===== src/rtl/uart_pkg.sv =====
// Shared types and helpers for the configurable UART transmitter.
package uart_pkg;

    typedef enum logic [2:0] {
        ST_IDLE,
        ST_START,
        ST_DATA,
        ST_PARITY,
        ST_STOP
    } state_t;

    typedef enum logic [1:0] {
        PAR_NONE     = 2'b00,
        PAR_EVEN     = 2'b01,
        PAR_ODD      = 2'b10,
        PAR_NONE_ALT = 2'b11
    } par_t;

    typedef enum logic [1:0] {
        BITS_5 = 2'b00,
        BITS_6 = 2'b01,
        BITS_7 = 2'b10,
        BITS_8 = 2'b11
    } bits_t;

    function automatic logic [2:0] last_index(input bits_t bits);
        return 3'd4 + {1'b0, bits};
    endfunction

    // Only the configured low-order data bits take part in the parity.
    function automatic logic parity_bit(input logic [7:0] data, input bits_t bits, input par_t mode);
        logic [7:0] mask;
        mask = 8'hFF >> (3'd3 - {1'b0, bits});
        return (^(data & mask)) ^ (mode == PAR_ODD);
    endfunction

endpackage


===== src/rtl/uart_tx_cfg_if.sv =====
// Byte handshake between the TX FIFO read side and the transmitter.
interface uart_tx_cfg_if;

    logic       i_Valid;
    logic [7:0] i_Data;
    logic       o_Ready;

    modport master (output i_Valid, output i_Data, input o_Ready);
    modport slave  (input i_Valid, input i_Data, output o_Ready);

endinterface


===== src/rtl/uart_baud_gen.sv =====
// Bit-period counter: restarts on clear, strobes bit_end on the last cycle of each bit.
module uart_baud_gen #(
    parameter int CNT_W = 16
) (
    input  logic             clk,
    input  logic             rst,
    input  logic             clear,
    input  logic [CNT_W-1:0] div,
    output logic             bit_end
);

    logic [CNT_W-1:0] count;

    assign bit_end = (count == div - CNT_W'(1));

    always_ff @(posedge clk) begin
        if (!rst || clear || bit_end) begin
            count <= '0;
        end else begin
            count <= count + CNT_W'(1);
        end
    end

endmodule


===== src/rtl/uart_tx_cfg.sv =====
// Runtime-configurable UART transmitter (5-8 data bits, parity, 1/2 stop bits, baud divisor, CTS).
module uart_tx_cfg
    import uart_pkg::*;
#(
    parameter int CNT_W     = 16,
    parameter int RESET_DIV = 217
) (
    input  logic             i_Clock,
    input  logic             rst,
    input  logic [CNT_W-1:0] i_Cfg_Div,
    input  logic [1:0]       i_Cfg_Bits,
    input  logic [1:0]       i_Cfg_Par,
    input  logic             i_Cfg_Stop2,
    input  logic             i_CTS,
    uart_tx_cfg_if.slave     bus,
    output logic             o_TX_Serial,
    output logic             o_TX_Active,
    output logic             o_TX_Done
);

    state_t           state, state_next;
    logic [2:0]       bit_idx, idx_next;
    logic             stop_cnt, stop_next;
    logic             serial_next, done_next;
    logic             accept, bit_end, par_en;
    logic [7:0]       data_reg;
    logic [CNT_W-1:0] div_reg, div_clamped;
    bits_t            bits_reg;
    par_t             par_reg;
    logic             stop2_reg;

    assign div_clamped = (i_Cfg_Div < CNT_W'(2)) ? CNT_W'(RESET_DIV) : i_Cfg_Div;
    assign bus.o_Ready = rst && i_CTS && (state == ST_IDLE);
    assign accept      = bus.i_Valid && bus.o_Ready;
    assign o_TX_Active = (state != ST_IDLE);
    assign par_en      = (par_reg == PAR_EVEN) || (par_reg == PAR_ODD);

    uart_baud_gen #(.CNT_W(CNT_W)) baud (
        .clk     (i_Clock),
        .rst     (rst),
        .clear   (state == ST_IDLE),
        .div     (div_reg),
        .bit_end (bit_end)
    );

    always_comb begin
        state_next = state;
        idx_next   = bit_idx;
        stop_next  = stop_cnt;
        case (state)
            ST_IDLE:   if (accept) state_next = ST_START;
            ST_START: begin
                if (bit_end) begin
                    state_next = ST_DATA;
                    idx_next   = 3'd0;
                end
            end
            ST_DATA: begin
                if (bit_end) begin
                    if (bit_idx == last_index(bits_reg)) begin
                        state_next = par_en ? ST_PARITY : ST_STOP;
                        stop_next  = 1'b0;
                    end else begin
                        idx_next = bit_idx + 3'd1;
                    end
                end
            end
            ST_PARITY: begin
                if (bit_end) begin
                    state_next = ST_STOP;
                    stop_next  = 1'b0;
                end
            end
            ST_STOP: begin
                if (bit_end) begin
                    if (stop2_reg && !stop_cnt) stop_next = 1'b1;
                    else                        state_next = ST_IDLE;
                end
            end
            default:   state_next = ST_IDLE;
        endcase
    end

    // The line is registered, so its next value follows the state being entered.
    always_comb begin
        serial_next = 1'b1;
        done_next   = (state == ST_STOP) && (state_next == ST_IDLE);
        case (state_next)
            ST_START:  serial_next = 1'b0;
            ST_DATA:   serial_next = data_reg[idx_next];
            ST_PARITY: serial_next = parity_bit(data_reg, bits_reg, par_reg);
            default:   serial_next = 1'b1;
        endcase
    end

    always_ff @(posedge i_Clock) begin
        if (!rst) begin
            state       <= ST_IDLE;
            bit_idx     <= '0;
            stop_cnt    <= 1'b0;
            o_TX_Serial <= 1'b1;
            o_TX_Done   <= 1'b0;
            data_reg    <= '0;
            div_reg     <= '0;
            bits_reg    <= BITS_5;
            par_reg     <= PAR_NONE;
            stop2_reg   <= 1'b0;
        end else begin
            state       <= state_next;
            bit_idx     <= idx_next;
            stop_cnt    <= stop_next;
            o_TX_Serial <= serial_next;
            o_TX_Done   <= done_next;
            if (accept) begin
                data_reg  <= bus.i_Data;
                div_reg   <= div_clamped;
                bits_reg  <= bits_t'(i_Cfg_Bits);
                par_reg   <= par_t'(i_Cfg_Par);
                stop2_reg <= i_Cfg_Stop2;
            end
        end
    end

endmodule


===== src/flat_wrapper.sv =====
// flat-port wrapper written by rule: the top's interface ports become plain ports
module uart_tx_cfg_flat import uart_pkg::*;
#(
    parameter int CNT_W     = 16,
    parameter int RESET_DIV = 217
)
  (i_Clock, rst, i_Cfg_Div, i_Cfg_Bits, i_Cfg_Par, i_Cfg_Stop2, i_CTS, o_TX_Serial, o_TX_Active, o_TX_Done, bus_i_Valid, bus_i_Data, bus_o_Ready);
  uart_tx_cfg_if bus_i ();
  input  logic i_Clock;
  input  logic rst;
  input  logic [CNT_W-1:0] i_Cfg_Div;
  input  logic [1:0] i_Cfg_Bits;
  input  logic [1:0] i_Cfg_Par;
  input  logic i_Cfg_Stop2;
  input  logic i_CTS;
  output logic o_TX_Serial;
  output logic o_TX_Active;
  output logic o_TX_Done;
  input wire logic [$bits(bus_i.i_Valid)-1:0] bus_i_Valid;
  input wire logic [$bits(bus_i.i_Data)-1:0] bus_i_Data;
  output wire logic [$bits(bus_i.o_Ready)-1:0] bus_o_Ready;
  assign bus_i.i_Valid = bus_i_Valid;
  assign bus_i.i_Data = bus_i_Data;
  assign bus_o_Ready = bus_i.o_Ready;
  uart_tx_cfg #(.CNT_W(CNT_W), .RESET_DIV(RESET_DIV)) u_core (.i_Clock(i_Clock), .rst(rst), .i_Cfg_Div(i_Cfg_Div), .i_Cfg_Bits(i_Cfg_Bits), .i_Cfg_Par(i_Cfg_Par), .i_Cfg_Stop2(i_Cfg_Stop2), .i_CTS(i_CTS), .bus(bus_i), .o_TX_Serial(o_TX_Serial), .o_TX_Active(o_TX_Active), .o_TX_Done(o_TX_Done));
endmodule

===== config.mk =====
export PLATFORM = sky130hd
export DESIGN_NAME = uart_tx_cfg_flat
export DESIGN_NICKNAME = d
export VERILOG_FILES = /design/src/rtl/uart_pkg.sv /design/src/rtl/uart_tx_cfg_if.sv /design/src/rtl/uart_baud_gen.sv /design/src/rtl/uart_tx_cfg.sv /design/src/flat_wrapper.sv
export SDC_FILE = /design/constraint.sdc
export NUM_CORES = 1
export LEC_CHECK = 0
export BUFFER_PORTS_ARGS = -buffer_cell sky130_fd_sc_hd__buf_4
export CORE_ASPECT_RATIO = 1.75
export CORE_UTILIZATION = 40
export CTS_CLUSTER_SIZE = 14
export DETAILED_ROUTE_END_ITERATION = 10
export PLACE_DENSITY = 0.57
export SLEW_MARGIN = 20
export SYNTH_ARGS = -nofsm -noshare
export SYNTH_HDL_FRONTEND = slang
export SYNTH_SLANG_ARGS = --single-unit

===== constraint.sdc =====
create_clock -name i_Clock -period 5.8 [get_ports i_Clock]
set_input_delay 1.16 -clock i_Clock [delete_from_list [all_inputs] [get_ports i_Clock]]
set_output_delay 1.16 -clock i_Clock [all_outputs]
set_load 0.02 [all_outputs]

; After elaboration in Yosys (flattened, before gate mapping)
; Cells that the tools add are included.
; W data, S select, Z words.
[word_totals]
in_bits = 33
ff_bits = 54
elab_cells = 76
output_inout_bits = 4
[classes]
reduce_logical = 16
order_cmp = 2
shifts = 1
n_mux = 23
eq_ne = 16
add_sub_neg = 5
bitwise_logic = 2
[op_table]
columns = cell, count
row1 = $mux W3, 11
row2 = $add A16 B1 Y16 const B, 1
row3 = $eq A16 B16 Y1, 1
row4 = $lt A16 B2 Y1 const B, 1
row5 = $mux W16, 1
row6 = $sub A16 B1 Y16 const B, 1
row7 = $pmux W3 S5, 1
row8 = $eq A3 B2 Y1 const B, 4
row9 = $and A8 B8 Y8, 1
row10 = $reduce_xor A8 Y1, 1
row11 = $shr A8 B3 Y8 const A, 1
row12 = $eq A3 B1 Y1 const B, 2
row13 = $logic_not A3 Y1, 2
row14 = $mux W1, 6
row15 = $ne A2 B2 Y1 const B, 3
row16 = $pmux W1 S3, 2
row17 = $pmux W3 S2, 1
row18 = $reduce_and A6 Y1, 1
row19 = $reduce_bool A3 Y1, 2
row20 = $logic_and A1 B1 Y1, 5
row21 = $lt A3 B4 Y1 const B, 1
row22 = $ne A2 B1 Y1 const B, 2
row23 = $add A3 B1 Y3 const B, 1
row24 = $add A3 B2 Y3 const A, 1
row25 = 9 further kinds, 12

; Longest topological paths before layout
; Gate-level depths: netlist (run 1).
[depth]
depth_word = 8
mapped_depth = 12
depth_no_buf = 11

; Cells and area by module
; From an unflattened synthesis (run 1), not the netlist that was laid out.
[hier_totals]
hier_cells = 398
area_unflattened_um2 = 3211.8
[by_module_without_submodules]
columns = module, seq_area_each_um2, cells_per_inst, area_per_inst_um2, instances
row1 = uart_tx_cfg, 760.7, 242, 1983.2, 1
row2 = uart_baud_gen, 320.3, 156, 1228.7, 1

; Least setup slack after synthesis (run 1)
; Ideal clock, no wire load.
[synth_timing]
kind = reg2reg
startpoint = register u_core.div_reg[0]
endpoint = register u_core.o_TX_Serial
setup_time_ps = 130
arrival_ps = 2790
slack_ps = 2880
required_time_ps = 5670
stages_incl_launch_ff = 12
period_less_slack_ps = 2920
n_path_buf = 0
cell_sequence = dfxtp_1 -> inv_1 -> ha_1 -> xnor2_1 -> nor2_1 -> nand3b_1 -> or4_4 -> a2111oi_4 -> o22ai_2 -> mux2_2 -> a2111oi_4 -> a21oi_1
[synth_between]
elab_chain_cells = 7
word_cells_on_any_way = 16
classes_between = add/sub: 1 / eq/ne: 4 / mux: 11
[synth_rtl]
columns = element, line_no
row1 = "start, declared", uart_tx_cfg.sv:27  ; logic [CNT_W-1:0] div_reg, div_clamped;
row2 = "start signal, assigned", uart_tx_cfg.sv:116  ; div_reg <= div_clamped;
row3 = $sub A16 B1 Y16 (*), uart_baud_gen.sv:14  ; assign bit_end = (count == div - CNT_W'(1));
row4 = $eq A16 B16 Y1 (*), uart_baud_gen.sv:14
row5 = $mux W3 (on tied branches), "uart_tx_cfg.sv:59, uart_tx_cfg.sv:53"
row6 = $pmux W3 S2, uart_tx_cfg.sv:50  ; case (state)
row7 = $bmux W1 S3, uart_tx_cfg.sv:90  ; ST_DATA: serial_next = data_reg[idx_next];
row8 = $mux W1 (implied by the code), uart_tx_cfg.sv:90
row9 = $pmux W1 S3 (*), uart_tx_cfg.sv:88  ; case (state_next)
row10 = "end signal, assigned", uart_tx_cfg.sv:112  ; o_TX_Serial <= serial_next;
row11 = "end, declared", uart_tx_cfg.sv:16  ; output logic o_TX_Serial,
; Every way passes the cells marked *; elsewhere a longest branch is shown, timed or not. The select of a mux whose other input is x is not followed.
; A chain may end at the register's enable or synchronous reset.

; Worst setup path in the final report (run 1)
[layout_timing]
startpoint = register u_core.div_reg[4]
endpoint = register u_core.o_TX_Serial
; The elaborated chain is that of the path after synthesis.

==> impl_metrics.yaml, run 1 <==
sta:
  min_period_ps: 3600
  setup-tns-final_ps: 0
  slew_viol_final: 0
  fin_skew_ps: 4.17
  max_freq_mhz: 278
  finalHoldViolations: 0
  min_period_over_period_pct: 62.1
  rsz0062_at_grt: "no"
  worst_pin_slew_ps: 817
  slew_headroom_pct: 45.4
  setup_viol_count_final: 0
clock_network:
  cts_hold_buf: 0
  cts_sinks: 54
  clock_latency_ps: 300
  clk_pin_slew_ps: 70
  root_buffer: "clkbuf_16"
  numCtsBuffers: 5
  cts_tree: "yes"
  post_cts_buffers: 0
  cts_max_path_buffers: 2
  cts_resized: 0
  htreeDepth: 2
setup_path:
  critPathCaptureType: "flip-flop"
  worstPathMaxFanout: 14
  cp_data_required_time_ps: 5970
  r2r_cells: 9
  critical_path_arrival_ps: 3770
  crit_path_max_incr_delay_ps: 640
  slowest_stage: "nor3_2"
  path_class: "flip-flop to flip-flop"
  crit_chain: "nor3_2, nand4_1, xnor2_1, nor4_1, o211ai_4, o22ai_2, mux2_2, a222oi_1, a21oi_1"
  worstSetupStartpointType: "flip-flop"
floorplan:
  die_area_um2: 8340
  rows: 42
  num_io_pins: 37
  coreArea_um2: 7620
  start_util_pct: 41.8
  die_w_um: 69.4
  dieHeight_um: 120
grt:
  grt_max_degree: 33
  gr-usage-all-layers_pct: 22.1
  grt_pass1_vias: 2909
  grt-ovfl-total: 0
  grt_pass1_wl_um: 14200
  antenna_found_initial: 0
yosys:
  synth_cells: 389
  synthArstFlopShare_pct: 0
  synth_ff_type: "dfxtp_1"
  syn-mean-instance-area_um2: 8.19
  syn_nets: 426
  synth_top_area_cell: "dfxtp_1"
  synthDominantCellAreaShare_pct: 33.9
  ys_warn_count: 0
  ys_types: 58
  ys_seq_area_share_pct: 33.9
  synth_edf_count: 0
  yosys-top-cells-area: "dfxtp_1 34%, xnor2_1 8.5%, nand2_1 6.7%"
  netlist_area_um2: 3180
  synth.ff_latch_count: 54
final_layout:
  antennaDiodeCount: 0
  drive_gt1_share_pct: 16.5
  syn_to_final_growth_pct: 14.6
  nNetsFinal: 454
pwr:
  p_total_uw: 878
  power_density_nw_per_um2: 241
  p_leak_uw: 0.00145
  irDropWorstVdd_v: 0.000184
route:
  finalWirelength_um: 8690
  num_vias: 2846
  avgRoutedWirePerCell_um: 17.2
  met2_length_um: 4990
  drc_errors: 0
  drtIter0Drc: 130
  topRoutingLayerUsed: "met4"
  wl_met3_um: 183
  drt-vias-per-instance: 5.62
  wl_met1_um: 3180
  final_antenna_net_count: 0
  detail_route.first_pass.iterations: 4
run_status:
  status: "complete, no violations"
worst_hold_path:
  hold-path-cell-count: 2
  worstHoldPathType: "flip-flop to flip-flop"
placement:
  dpl.hpwl_um: 6740
  place_congestion: 0.918
  io_buffers: 36
flow_run:
  cap_viol_max_count: 0
-- final timing paths --
check	slack (ps)	endpoint	start
setup reg to reg	2200	u_core.o_TX_Serial$_SDFF_PN1_	u_core.div_reg[4]$_SDFFE_PN0P_
setup / recovery	2200	u_core.o_TX_Serial$_SDFF_PN1_	u_core.div_reg[4]$_SDFFE_PN0P_
hold reg to reg	460	u_core.par_reg[1]$_SDFFE_PN0P_	u_core.par_reg[1]$_SDFFE_PN0P_
hold / removal	460	u_core.par_reg[1]$_SDFFE_PN0P_	u_core.par_reg[1]$_SDFFE_PN0P_
-- power breakdown --
group	switching, uW	total (uW)	internal [uW]
clock network	143	303	161
registers	21.5	405	384
logic	95.4	170	74.2
total	260	878	619
-- kinds of logic after synthesis --
kind of cell	Yosys count	share of synthesized area, %
xor gates and xnor gates	51	14.0
AOI/OAI and AO/OA	58	15.1
muxes	4	1.41
and+or+nand+nor	193	30.8
buffers and inverters	25	3.10
DFF	54	33.9
adders and majority gates	4	1.57
-- layer usage --
metal	vias up	global-route usage, %
li1	1419	-
met1	1346	21.2
met2	58	43.7
met3	23	3.11
met4	0	12.1
met5	-	0
-- cells in the mapped netlist, drive strengths merged, types with 3 or more instances --
cell / n
nor4: 9
ha: 4
o31ai: 5
inv: 8
and2: 4
clkbuf: 13
and4: 3
nor3: 8
nor2: 44
dfxtp: 54
and3: 10
nand2b: 3
mux2: 4
a211oi: 3
nand3: 31
or4: 3
nand4: 6
o211ai: 5
xnor2: 31
o21ai: 5
nand2: 57
xor2: 20
a2111oi: 3
or2: 6
a21oi: 17
a31oi: 3
buf: 3
-- per-stage QoR --
step | instances | utilization (%) | hold slack [ps] | cell area (um^2) | setup WS [ps]
after CTS | 506 | 47.9 | 463 | 3650 | 2270
after detailed placement | 498 | 46.0 | 454 | 3510 | 2260
after global placement | 498 | 46.0 | 452 | 3510 | 2460
after floorplan | 389 | - | 438 | 3180 | 2880
after global routing | 506 | 47.9 | 504 | 3650 | 1950
final | 506 | 47.9 | 465 | 3650 | 2200
-- worst max-delay path, delay by kind of cell (launching register included) --
| family | cells | cell delay [ps] |
|---|---|---|
| AO/OA/AOI/OAI | 4 | 1010 |
| XOR/XNOR | 1 | 210 |
| flip-flops | 1 | 380 |
| multiplexers | 1 | 380 |
| AND/OR/NAND/NOR | 3 | 1480 |
-- cell type report --
class,count,area [um^2]
clock buffer,6,129
sequential,54,1080
multi-input combinational,310,2000
clock inverter,2,13.8
timing repair buffer,37,278
inverter,9,33.8
tap,88,110
fill,787,3970
-- cell usage in the layout (no fill, tap or decap), drive strengths merged, types with 6 or more instances in the layout --
master	Yosys	layout
nor4	9	9
a21oi	17	17
dfxtp	54	54
xnor2	31	31
clkbuf	13	6
xor2	20	20
nand2	57	57
nand4	6	6
nand3	31	31
nor2	44	44
or2	6	6
inv	8	8
nor3	8	8
and3	10	10
buf	3	37
Note: power is estimated with default switching activity, not from simulation.
==> run 2, diff against run 1 <==
- PLACE_DENSITY: 0.57 -> 0.59
- clock period: 5.8 -> 3.3 ns (I/O delays scaled with it)
==> run 2 against run 1 <==
  * Combinational power increased by 86%
  * Via count increased by 1.3%
  * Sequential power increased by 75%
  * Critical path type unchanged
  * Worst setup slack got worse by 2000 ps
  * Total power increased by 78%
  * Sequential share of layout area decreased by 0.79 points
  * Highest routed layer unchanged
  * Critical endpoint unchanged
  * Die area unchanged
  * Critical path depth increased by 2
  * Clock skew decreased by 0.54 ps
  * Wire length decreased by 5.3%
  * First-iteration DRC count decreased by 22%
==> impl_metrics.yaml, run 2 (synthesized netlist as in run 1, its figures left out) <==
sta:
  setup-tns-final_ps: 0
  max_freq_mhz: 318
  min_period_ps: 3150
  min_period_over_period_pct: 95.3
  slew_headroom_pct: 66.7
  rsz0062_at_grt: "no"
  finalHoldViolations: 0
  setup_viol_count_final: 0
  worst_pin_slew_ps: 495
  slew_viol_final: 0
  fin_skew_ps: 3.63
grt:
  grt_pass1_wl_um: 13400
  gr-usage-all-layers_pct: 20.5
  grt_max_degree: 32
  grt_pass1_vias: 2787
  grt-ovfl-total: 0
  antenna_found_initial: 0
setup_path:
  critPathCaptureType: "flip-flop"
  slowest_stage: "or4_4"
  cp_data_required_time_ps: 3470
  critical_path_arrival_ps: 3320
  rr_endpoint: "u_core.o_TX_Serial$_SDFF_PN1_"
  rrSetupSlack_ps: 150
  path_class: "flip-flop to flip-flop"
  r2r-start: "u_core.div_reg[0]$_SDFFE_PN0P_"
  r2r_cells: 11
  worstSetupStartpointType: "flip-flop"
  crit_path_max_incr_delay_ps: 530
  crit_chain: "inv_1, ha_1, xnor2_1, nor2_1, nand3b_1, or4_4, a2111oi_4, o22ai_2, mux2_2, a222oi_1, a21oi_1"
  worstPathMaxFanout: 6
route:
  avgRoutedWirePerCell_um: 16.0
  drc_errors: 0
  detail_route.first_pass.iterations: 4
  drt-vias-per-instance: 5.59
  final_antenna_net_count: 0
  drtIter0Drc: 102
  finalWirelength_um: 8230
  num_vias: 2883
final_layout:
  final_area_um2: 3760
  syn_to_final_growth_pct: 18.0
  mostFrequentLayoutCell: "nand2_1"
  nNetsFinal: 464
  drive_gt1_share_pct: 19.6
  antennaDiodeCount: 0
  layout_common_cells: "57 x nand2_1, 52 x dfxtp_1, 47 x buf_4"
placement:
  dpl_cell_area_um2: 3580
  io_buffers: 36
  dpl.hpwl_um: 6430
  place_congestion: 0.859
clock_network:
  cts_max_path_buffers: 2
  cts_tree: "yes"
  htreeDepth: 2
  cts_sinks: 54
  clock_latency_ps: 300
  clk_pin_slew_ps: 70
  root_buffer: "clkbuf_16"
  post_cts_buffers: 0
  numCtsBuffers: 5
worst_hold_path:
  hold_start: "u_core.par_reg[1]$_SDFFE_PN0P_"
  hold_end: "u_core.par_reg[1]$_SDFFE_PN0P_"
  hold-path-cell-count: 2
  worstHoldPathType: "flip-flop to flip-flop"
floorplan:
  rows: 42
  die_area_um2: 8340
  coreArea_um2: 7620
  dieHeight_um: 120
  start_util_pct: 41.8
  die_w_um: 69.4
  num_io_pins: 37
flow_run:
  cap_viol_max_count: 0
pwr:
  power_density_nw_per_um2: 415
  irDropWorstVdd_v: 0.000333
  p_leak_uw: 0.00151
run_status:
  status: "complete, no violations"
==> run 2: per-stage QoR <==
stage          setup WS, ps  hold WS [ps]  total power, uW  instances  utilization (%)
6_report                154           469             1560        516             49.3
5_1_grt                3.80           493             1630        516             49.3
4_1_cts                13.9           473             1570        516             48.9
3_5_place_dp           23.3           462             1030        508             47.0
3_3_place_gp            146           455             1030        508             47.0
2_1_floorplan           380           438              930        389                -
==> run 2: critical path: cells and delay by family (launching register included) <==
| family | cells | cell delay, ps |
|---|---|---|
| fa+ha+maj | 1 | 300 |
| flops | 1 | 410 |
| mux | 1 | 310 |
| compound gates | 4 | 1020 |
| simple gates | 3 | 820 |
| xor+xnor | 1 | 120 |
| buf+inv | 1 | 60 |
==> run 2: timing repair <==
item	CTS	global route
gates resized for setup	0	7
hold buffers	0	0
setup endpoints to repair	0	1
==> run 2: cell type report <==
cell class              instances  area (um^2)
clock buffers                   5          125
multi-input cells             310         2030
well taps                      88          110
repair buffers                 47          353
inverters                       9         33.8
flip-flops and latches         54         1080
clock inverters                 3         18.8
fillers                       744         3860
==> run 2: where the power goes <==
group	switching (uW)	total (uW)	internal [uW]
combinational	175	316	141
clock	253	535	282
sequential	33.8	709	675
==> run 2: worst max path at each step <==
stage / from / endpoint / slack [ps] / depth (start not counted)
2_1_floorplan: u_core.div_reg[0]$_SDFFE_PN0P_ / u_core.o_TX_Serial$_SDFF_PN1_ / 380 / 11
3_3_place_gp: u_core.div_reg[4]$_SDFFE_PN0P_ / u_core.o_TX_Serial$_SDFF_PN1_ / 150 / 9
3_5_place_dp: u_core.div_reg[4]$_SDFFE_PN0P_ / u_core.o_TX_Serial$_SDFF_PN1_ / 20 / 9
4_1_cts: u_core.div_reg[4]$_SDFFE_PN0P_ / u_core.o_TX_Serial$_SDFF_PN1_ / 10 / 9
5_1_grt: u_core.div_reg[4]$_SDFFE_PN0P_ / u_core.o_TX_Serial$_SDFF_PN1_ / 4 / 10
6_report: u_core.div_reg[0]$_SDFFE_PN0P_ / u_core.o_TX_Serial$_SDFF_PN1_ / 150 / 11
==> run 2: per-layer routing <==
layer | wire [um] | global-route usage, % | vias up
met5 | 0 | 0 | -
met4 | 329 | 11.1 | 0
met3 | 208 | 3.53 | 22
met2 | 4560 | 39.3 | 58
met1 | 3140 | 20.4 | 1363
li1 | - | - | 1440
